### src/rtl/bit_64_alu.sv
// bit_64_alu: registered 64-bit ALU built from 64 ripple-carry 1-bit slices
// Ports:
//    clk      - clock, all state updates on rising edge
//    rst      - synchronous active-high reset (result=0, overflow=0, zero=1)
//    a, b     - 64-bit operands
//    ALUop    - 4-bit operation select (AND, OR, ADD, SUB, SLT, NAND, NOR)
//    result   - registered 64-bit result
//    overflow - registered signed overflow flag (ADD/SUB only)
//    zero     - registered flag, set when result is zero
module bit_64_alu_slice (
   input  logic       a_i,
   input  logic       b_i,
   input  logic       ainv_i,
   input  logic       binv_i,
   input  logic       c_i,
   input  logic       less_i,
   input  logic [1:0] sel_i,
   output logic       r_o,
   output logic       c_o,
   output logic       s_o
);
   logic ax, bx;
   assign ax  = a_i ^ ainv_i;
   assign bx  = b_i ^ binv_i;
   assign s_o = ax ^ bx ^ c_i;
   assign c_o = (ax & bx) | (c_i & (ax ^ bx));
   assign r_o = sel_i == 2'd0 ? ax & bx :
                sel_i == 2'd1 ? ax | bx :
                sel_i == 2'd2 ? s_o : less_i;
endmodule

module bit_64_alu (
   input  logic        clk,
   input  logic        rst,
   input  logic [63:0] a,
   input  logic [63:0] b,
   input  logic [3:0]  ALUop,
   output logic [63:0] result,
   output logic        overflow,
   output logic        zero
);
   logic [63:0] res_q, res_d, slice_r;
   logic        ovf_q, ovf_d, zero_q, zero_d;
   logic        valid, ainv, binv, cin, is_arith, set;
   logic [1:0]  sel;
   logic        c_in63, c_out63, sum63;
   // NAND and NOR come from De Morgan: inverted inputs into OR and AND
   assign valid    = ALUop inside {4'b0000, 4'b0001, 4'b0010, 4'b0110, 4'b0111, 4'b1100, 4'b1101};
   assign ainv     = ALUop[3];
   assign binv     = ALUop[2];
   assign cin      = ALUop == 4'b0110 || ALUop == 4'b0111;
   assign is_arith = ALUop == 4'b0010 || ALUop == 4'b0110;
   assign sel      = ALUop == 4'b1100 ? 2'd1 : ALUop == 4'b1101 ? 2'd0 : ALUop[1:0];
   // true signed a<b even when a-b overflows
   assign set      = sum63 ^ c_in63 ^ c_out63;
   for (genvar i = 0; i < 64; i++) begin : g_s
      logic ci, co, s;
      if (i == 0) begin : g_first
         assign ci = cin;
      end else begin : g_rest
         assign ci = g_s[i-1].co;
      end
      bit_64_alu_slice u_slice (
         .a_i   (a[i]),
         .b_i   (b[i]),
         .ainv_i(ainv),
         .binv_i(binv),
         .c_i   (ci),
         .less_i(i == 0 ? set : 1'b0),
         .sel_i (sel),
         .r_o   (slice_r[i]),
         .c_o   (co),
         .s_o   (s)
      );
      if (i == 63) begin : g_msb
         assign c_in63  = ci;
         assign c_out63 = co;
         assign sum63   = s;
      end
   end
   always_comb begin
      res_d  = valid ? slice_r : 64'd0;
      ovf_d  = is_arith & (c_in63 ^ c_out63);
      zero_d = res_d == 64'd0;
   end
   always_ff @(posedge clk) begin
      if (rst) begin
         res_q  <= 64'd0;
         ovf_q  <= 1'b0;
         zero_q <= 1'b1;
      end else begin
         res_q  <= res_d;
         ovf_q  <= ovf_d;
         zero_q <= zero_d;
      end
   end
   assign result   = res_q;
   assign overflow = ovf_q;
   assign zero     = zero_q;
endmodule

### config.mk
export PLATFORM = sky130hd
export DESIGN_NAME = bit_64_alu
export DESIGN_NICKNAME = d
export VERILOG_FILES = /design/src/rtl/bit_64_alu.sv
export SDC_FILE = /design/constraint.sdc
export NUM_CORES = 1
export LEC_CHECK = 0
export CORE_MARGIN = 8
export CORE_UTILIZATION = 53
export CTS_CLUSTER_DIAMETER = 60
export DETAILED_ROUTE_END_ITERATION = 7
export GPL_TIMING_DRIVEN = 1
export PLACE_DENSITY = 0.92
export SYNTH_ARGS = -nofsm -noshare
export SYNTH_HDL_FRONTEND = slang
export SYNTH_SLANG_ARGS = --single-unit
### constraint.sdc
create_clock -name clk -period 38.9 [get_ports clk]
set_clock_uncertainty 0.15 [all_clocks]
set_input_delay 3.89 -clock clk [delete_from_list [all_inputs] [get_ports clk]]
set_output_delay 3.89 -clock clk [all_outputs]
set_load 0.05 [all_outputs]
==> results of run 1 <==
-- cells by family after synthesis --
family / share of synthesized area (%)
adder cells (fa/ha/maj): 32.9
flip-flops: 15.0
AO/OA/AOI/OAI: 17.7
multiplexers: 0.341
XOR/XNOR: 12.9
AND/OR/NAND/NOR: 11.3
buffers and inverters: 9.78
-- report_power, final --
group / total (mW) / leakage [nW] / switching [mW] / internal [mW]
registers: 0.0740 / 0.540 / 0.00144 / 0.0726
clock network: 0.0852 / 0.143 / 0.0338 / 0.0515
logic: 0.190 / 4.51 / 0.117 / 0.0733
total: 0.349 / 5.19 / 0.152 / 0.197
-- per-stage QoR --
stage / total power [mW] / utilization, % / std cells / area [µm²]
after floorplan: 0.193 / - / 1030 / 8810
after global placement: 0.257 / 66.3 / 1394 / 10900
after detailed placement: 0.260 / 66.3 / 1394 / 10900
after CTS: 0.345 / 68.1 / 1410 / 11200
after global routing: 0.369 / 68.1 / 1410 / 11200
final: 0.349 / 68.1 / 1410 / 11200
-- Yosys cell counts (9+ instances only) --
| master | instances |
|---|---|
| inv_1 | 157 |
| ha_1 | 128 |
| xor2_1 | 126 |
| dfxtp_1 | 66 |
| fa_1 | 65 |
| clkbuf_1 | 44 |
| nand2_1 | 44 |
| nor2_1 | 41 |
| o21ai_0 | 39 |
| nand2b_1 | 31 |
| a22oi_1 | 30 |
| a21oi_1 | 29 |
| o22ai_1 | 27 |
| nor3_1 | 19 |
| o211a_1 | 17 |
| and2_1 | 14 |
| a211oi_1 | 12 |
| buf_1 | 12 |
| o22a_1 | 12 |
| o211ai_1 | 10 |
| a221oi_1 | 9 |
| nor2b_1 | 9 |
-- worst min-delay path by stage --
stage	startpoint	to	slack, ns	cells past startpoint
after CTS	ALUop[1]	result[4]$_SDFF_PP0_	3.92	3
after global placement	ALUop[1]	result[4]$_SDFF_PP0_	4.27	3
after global routing	ALUop[1]	result[4]$_SDFF_PP0_	3.99	3
final	ALUop[1]	result[4]$_SDFF_PP0_	3.92	3
after floorplan	rst	overflow$_SDFF_PP0_	3.82	1
after detailed placement	ALUop[1]	result[4]$_SDFF_PP0_	4.27	3
-- cell type report --
| class | count | area, µm² | share of cell area, % |
|---|---|---|---|
| multi-input cells | 741 | 6630 | 59.3 |
| repair buffers | 210 | 2060 | 18.4 |
| flip-flops and latches | 66 | 1320 | 11.8 |
| inverters | 157 | 589 | 5.28 |
| well taps | 220 | 275 | 2.46 |
| clock buffers | 12 | 246 | 2.21 |
| clock inverters | 4 | 51.3 | 0.459 |
-- routing by layer --
layer	track usage (%)	up-vias	wire length [µm]
li1	-	3664	-
met1	35.2	3826	12300
met2	45.4	525	14300
met3	8.80	114	3020
met4	15.1	0	1530
met5	0	-	0
-- worst min-delay path, stage by stage --
cell and delay [ns]:
buf_2 0.22, o22ai_1 0.14, nor2b_1 0.13
-- registers in the layout (all words and copies together) (netlist names) --
| name | flops |
|---|---|
| zero | 1 |
| overflow | 1 |
| result | 64 |
==> impl_metrics.toml, run 1 <==
[yosys]
synth_cells = 1030
syn_nets = 1357
ys_seq_area_share_pct = 15.0
synthDominantCellAreaShare_pct = 18.2
synth_cell_types = 56
synth_area_leader_cell = "ha_1"
synth_area_leaders = "ha_1, dfxtp_1, fa_1, xor2_1, inv_1"
synth_edf_count = 0
synth_area_mm2 = 0.00881
avgSynthCellArea_um2 = 8.55
synth_ff_type = "dfxtp_1"
synth-async-reset-ratio_pct = 0
synth_seq_cells = 66
yosys_warnings = 0

[setup_path]
slowest_delay_ns = 0.56
crit_cells = 74
setup.worst_path.start_class = "input pin"
cp_top_family = "adder cells"
cp_max_fo = 22
arrival_ns = 35.89
cpMostUsedCell = "fa_1"
cp_num_buf_inv = 4
cp-startpoint = "ALUop[1]"
required_ns = 39.02
cp_slowest_cell = "fa_1"
worst_setup_path_end_kind = "flip-flop"
crit_type = "in2reg"
critPathCapture = "zero$_SDFF_PP1_"

[clock_tree]
htreeDepth = 3
cts_setup_buffers = 0
clk_pin_slew_ns = 0.07
cts_tree = "yes"
cts_root_buf = "clkbuf_16"
ctsHoldBuffers = 0
numCtsBuffers = 9
ctsLongestPathBuffers = 2
numClockSinks = 66
postCtsResizedCells = 0

[finish]
nNetsFinal = 1512
mostFrequentLayoutCell = "clkdlybuf4s50_1"
antenna_cells = 0
syn_to_final_growth_pct = 26.8
layout_common_cells = "clkdlybuf4s50_1, inv_1, ha_1"
fill_cells = 1247
drive_above_1_share_pct = 2.77

[place]
place.gp.congestion = 0.949
place_hpwl_mm = 24.5
io_buffer_count = 199
post-place-ws_ns = 2.79

[drt]
drc = 0
ant_nets = 0
firstDrtPassIters = 6
drt-wirelength-per-cell_um = 22.1
drt_iter0_markers = 1100
detail_route.vias_per_cell = 5.77
finalWirelength_mm = 31.1
vias = 8129

[timing]
fmax_mhz = 28.0
relSlewSlack_pct = 42.4
slew_viol_final = 0
hold_ws_ns = 3.92
finalCriticalPeriod_ns = 35.77
setup_tns_ns = 0
fin_ws_ns = 3.13
worst_slew_pin_slew_ns = 0.864
setup_viol = 0
hold_violations = 0
rsz0062_at_grt = "no"
period_share_pct = 92.0

[global_route]
grt_pass1_wl_mm = 47.9
grt_pass1_vias = 8503
antenna_found_initial = 0
grt_max_degree = 89
overflow = 0
grt.total_usage_pct = 28.9

[floorplan]
core_mm2 = 0.0164
die_h_um = 145
io_pins = 200
die_w_um = 145
start_util_pct = 53.7
rows = 47
die-area_mm2 = 0.0210

[power]
power.density_mw_per_mm2 = 31.3
p_leak_nw = 5.19
peakVddDrop_v = 0.0000209

[worst_hold_path]
hold_class = "in2reg"

[job]
max_cap_viol_count = 0

[outcome]
status = "finished, final reports clean"
No activity file was read; power rests on OpenSTA's default activity.
==> run 2: changes to the inputs <==
--- a/config.mk
+++ b/config.mk
@@ -5,7 +5,6 @@
 export SDC_FILE = /design/constraint.sdc
 export NUM_CORES = 1
 export LEC_CHECK = 0
-export CORE_MARGIN = 8
 export CORE_UTILIZATION = 53
 export CTS_CLUSTER_DIAMETER = 60
 export DETAILED_ROUTE_END_ITERATION = 7
==> impl_metrics.toml, run 2 (same netlist as run 1, synthesis figures left out) <==
[setup_path]
setup.worst_path.start_class = "input pin"
slowest_delay_ns = 0.60
arrival_ns = 36.15
cp_slowest_cell = "buf_2"
cpMostUsedCell = "fa_1"
worst_setup_path_end_kind = "flip-flop"
required_ns = 39.01
cp_max_fo = 46
crit_type = "in2reg"

[power]
power.density_mw_per_mm2 = 32.4
clockPowerShare_pct = 27.1
power_mw = 0.363
p_comb_share_pct = 52.5
p_leak_nw = 5.23
peakVddDrop_v = 0.0000233
pwr-share-seq_pct = 20.4
p_sw_share_pct = 42.4
power_switching_mw = 0.154
power.internal_mw = 0.209

[timing]
fmax_mhz = 27.7
setup_viol = 0
setup_tns_ns = 0
relSlewSlack_pct = 40.0
slew_viol_final = 0
period_share_pct = 92.7
hold_violations = 0
worst_slew_pin_slew_ns = 0.897
finalCriticalPeriod_ns = 36.04
rsz0062_at_grt = "no"

[clock_tree]
cts_root_buf = "clkbuf_16"
ctsLongestPathBuffers = 2
numClockSinks = 66
cts_setup_buffers = 0
ctsHoldBuffers = 0
htreeDepth = 3
numCtsBuffers = 9
clk_pin_slew_ns = 0.07
cts_tree = "yes"
postCtsResizedCells = 0

[drt]
finalWirelength_mm = 29.8
drc = 0
drt_iter0_markers = 1121
ant_nets = 0
detail_route.vias_per_cell = 5.84
vias = 8227
firstDrtPassIters = 6
drt-wirelength-per-cell_um = 21.2

[floorplan]
die-area_mm2 = 0.0171
die_h_um = 131
rows = 46
io_pins = 200
die_w_um = 131
start_util_pct = 54.9
core_mm2 = 0.0161

[global_route]
antenna_found_initial = 0
overflow = 0
grt_pass1_wl_mm = 44.8
grt_max_degree = 88
grt_pass1_vias = 8135
grt.total_usage_pct = 35.7

[finish]
mostFrequentLayoutCell = "clkdlybuf4s50_1"
drive_above_1_share_pct = 3.10
fill_cells = 1282
largest_reg_flops = 64
antenna_cells = 0
nNetsFinal = 1514
layout_common_cells = "clkdlybuf4s50_1, inv_1, ha_1"
syn_to_final_growth_pct = 27.5

[worst_hold_path]
min_from = "ALUop[0]"
hold_depth = 4
hold_class = "in2reg"
min_to = "result[50]$_SDFF_PP0_"

[job]
max_cap_viol_count = 0

[place]
io_buffer_count = 199
place.gp.congestion = 1.00
place_hpwl_mm = 23.5

[outcome]
status = "finished, final reports clean"
## run 2: cell count changes in the layout (fill, tap and decap cells not counted)
cell       delta
bufinv_16     +2
clkinv_2      -1
inv_6         +2
clkbuf_1      -2
clkbuf_8      -1
buf_4         +2
## run 2: worst max-delay path, delay by kind of cell
family                   cells  cell delay, ns
buffers and inverters        4            0.83
adder cells (fa/ha/maj)     63           29.01
AND/OR/NAND/NOR              4            1.67
AO/OA/AOI/OAI                3            0.72
## run 2: area by class of cell
type                            count  area (µm²)  share of cell area (%)
Clock inverter                      7         124                    1.10
Multi-Input combinational cell    741        6630                    59.0
Clock buffer                        9         225                    2.01
Inverter                          157         589                    5.25
Tap cell                          216         270                    2.41
Timing Repair Buffer              212        2070                    18.5
Sequential cell                    66        1320                    11.8
## run 2: worst max-delay path by stage
stage                  start               to  slack (ns)
global route        ALUop[1]  zero$_SDFF_PP1_        1.83
CTS                 ALUop[1]  zero$_SDFF_PP1_        2.82
finish              ALUop[1]  zero$_SDFF_PP1_        2.86
floorplan           ALUop[2]  zero$_SDFF_PP1_        3.96
detailed placement  ALUop[1]  zero$_SDFF_PP1_        2.48
global placement    ALUop[1]  zero$_SDFF_PP1_        3.00
## run 2: per-stage QoR
step                      setup slack, ns  area [µm²]  hold slack [ns]  instances  util (%)
final                                2.86       11200             4.02       1408      69.9
after CTS                            2.82       11200             4.00       1408      69.9
after global placement               3.00       10900             4.36       1392      67.8
after floorplan                      3.96        8810             3.82       1030         -
after detailed placement             2.48       10900             4.36       1392      67.8
after global routing                 1.83       11200             4.09       1408      69.9
## run 2: power groups by stage
stage / clock network, mW / registers, mW / logic [mW]
2_1_floorplan: 0 / 0.0928 / 0.101
3_3_place_gp: 0 / 0.0753 / 0.182
3_5_place_dp: 0 / 0.0755 / 0.185
4_1_cts: 0.0989 / 0.0741 / 0.187
5_1_grt: 0.102 / 0.0744 / 0.206
6_report: 0.0985 / 0.0740 / 0.191
## run 2: layer usage
metal,track usage [%],wire (µm),share of wire [%],vias to the layer above
met2,58.0,13800,46,569
met1,45.6,11600,39,3879
met3,5.62,2880,9.7,110
met5,0,0,0,-
met4,18.9,1590,5.3,0
li1,-,-,-,3669
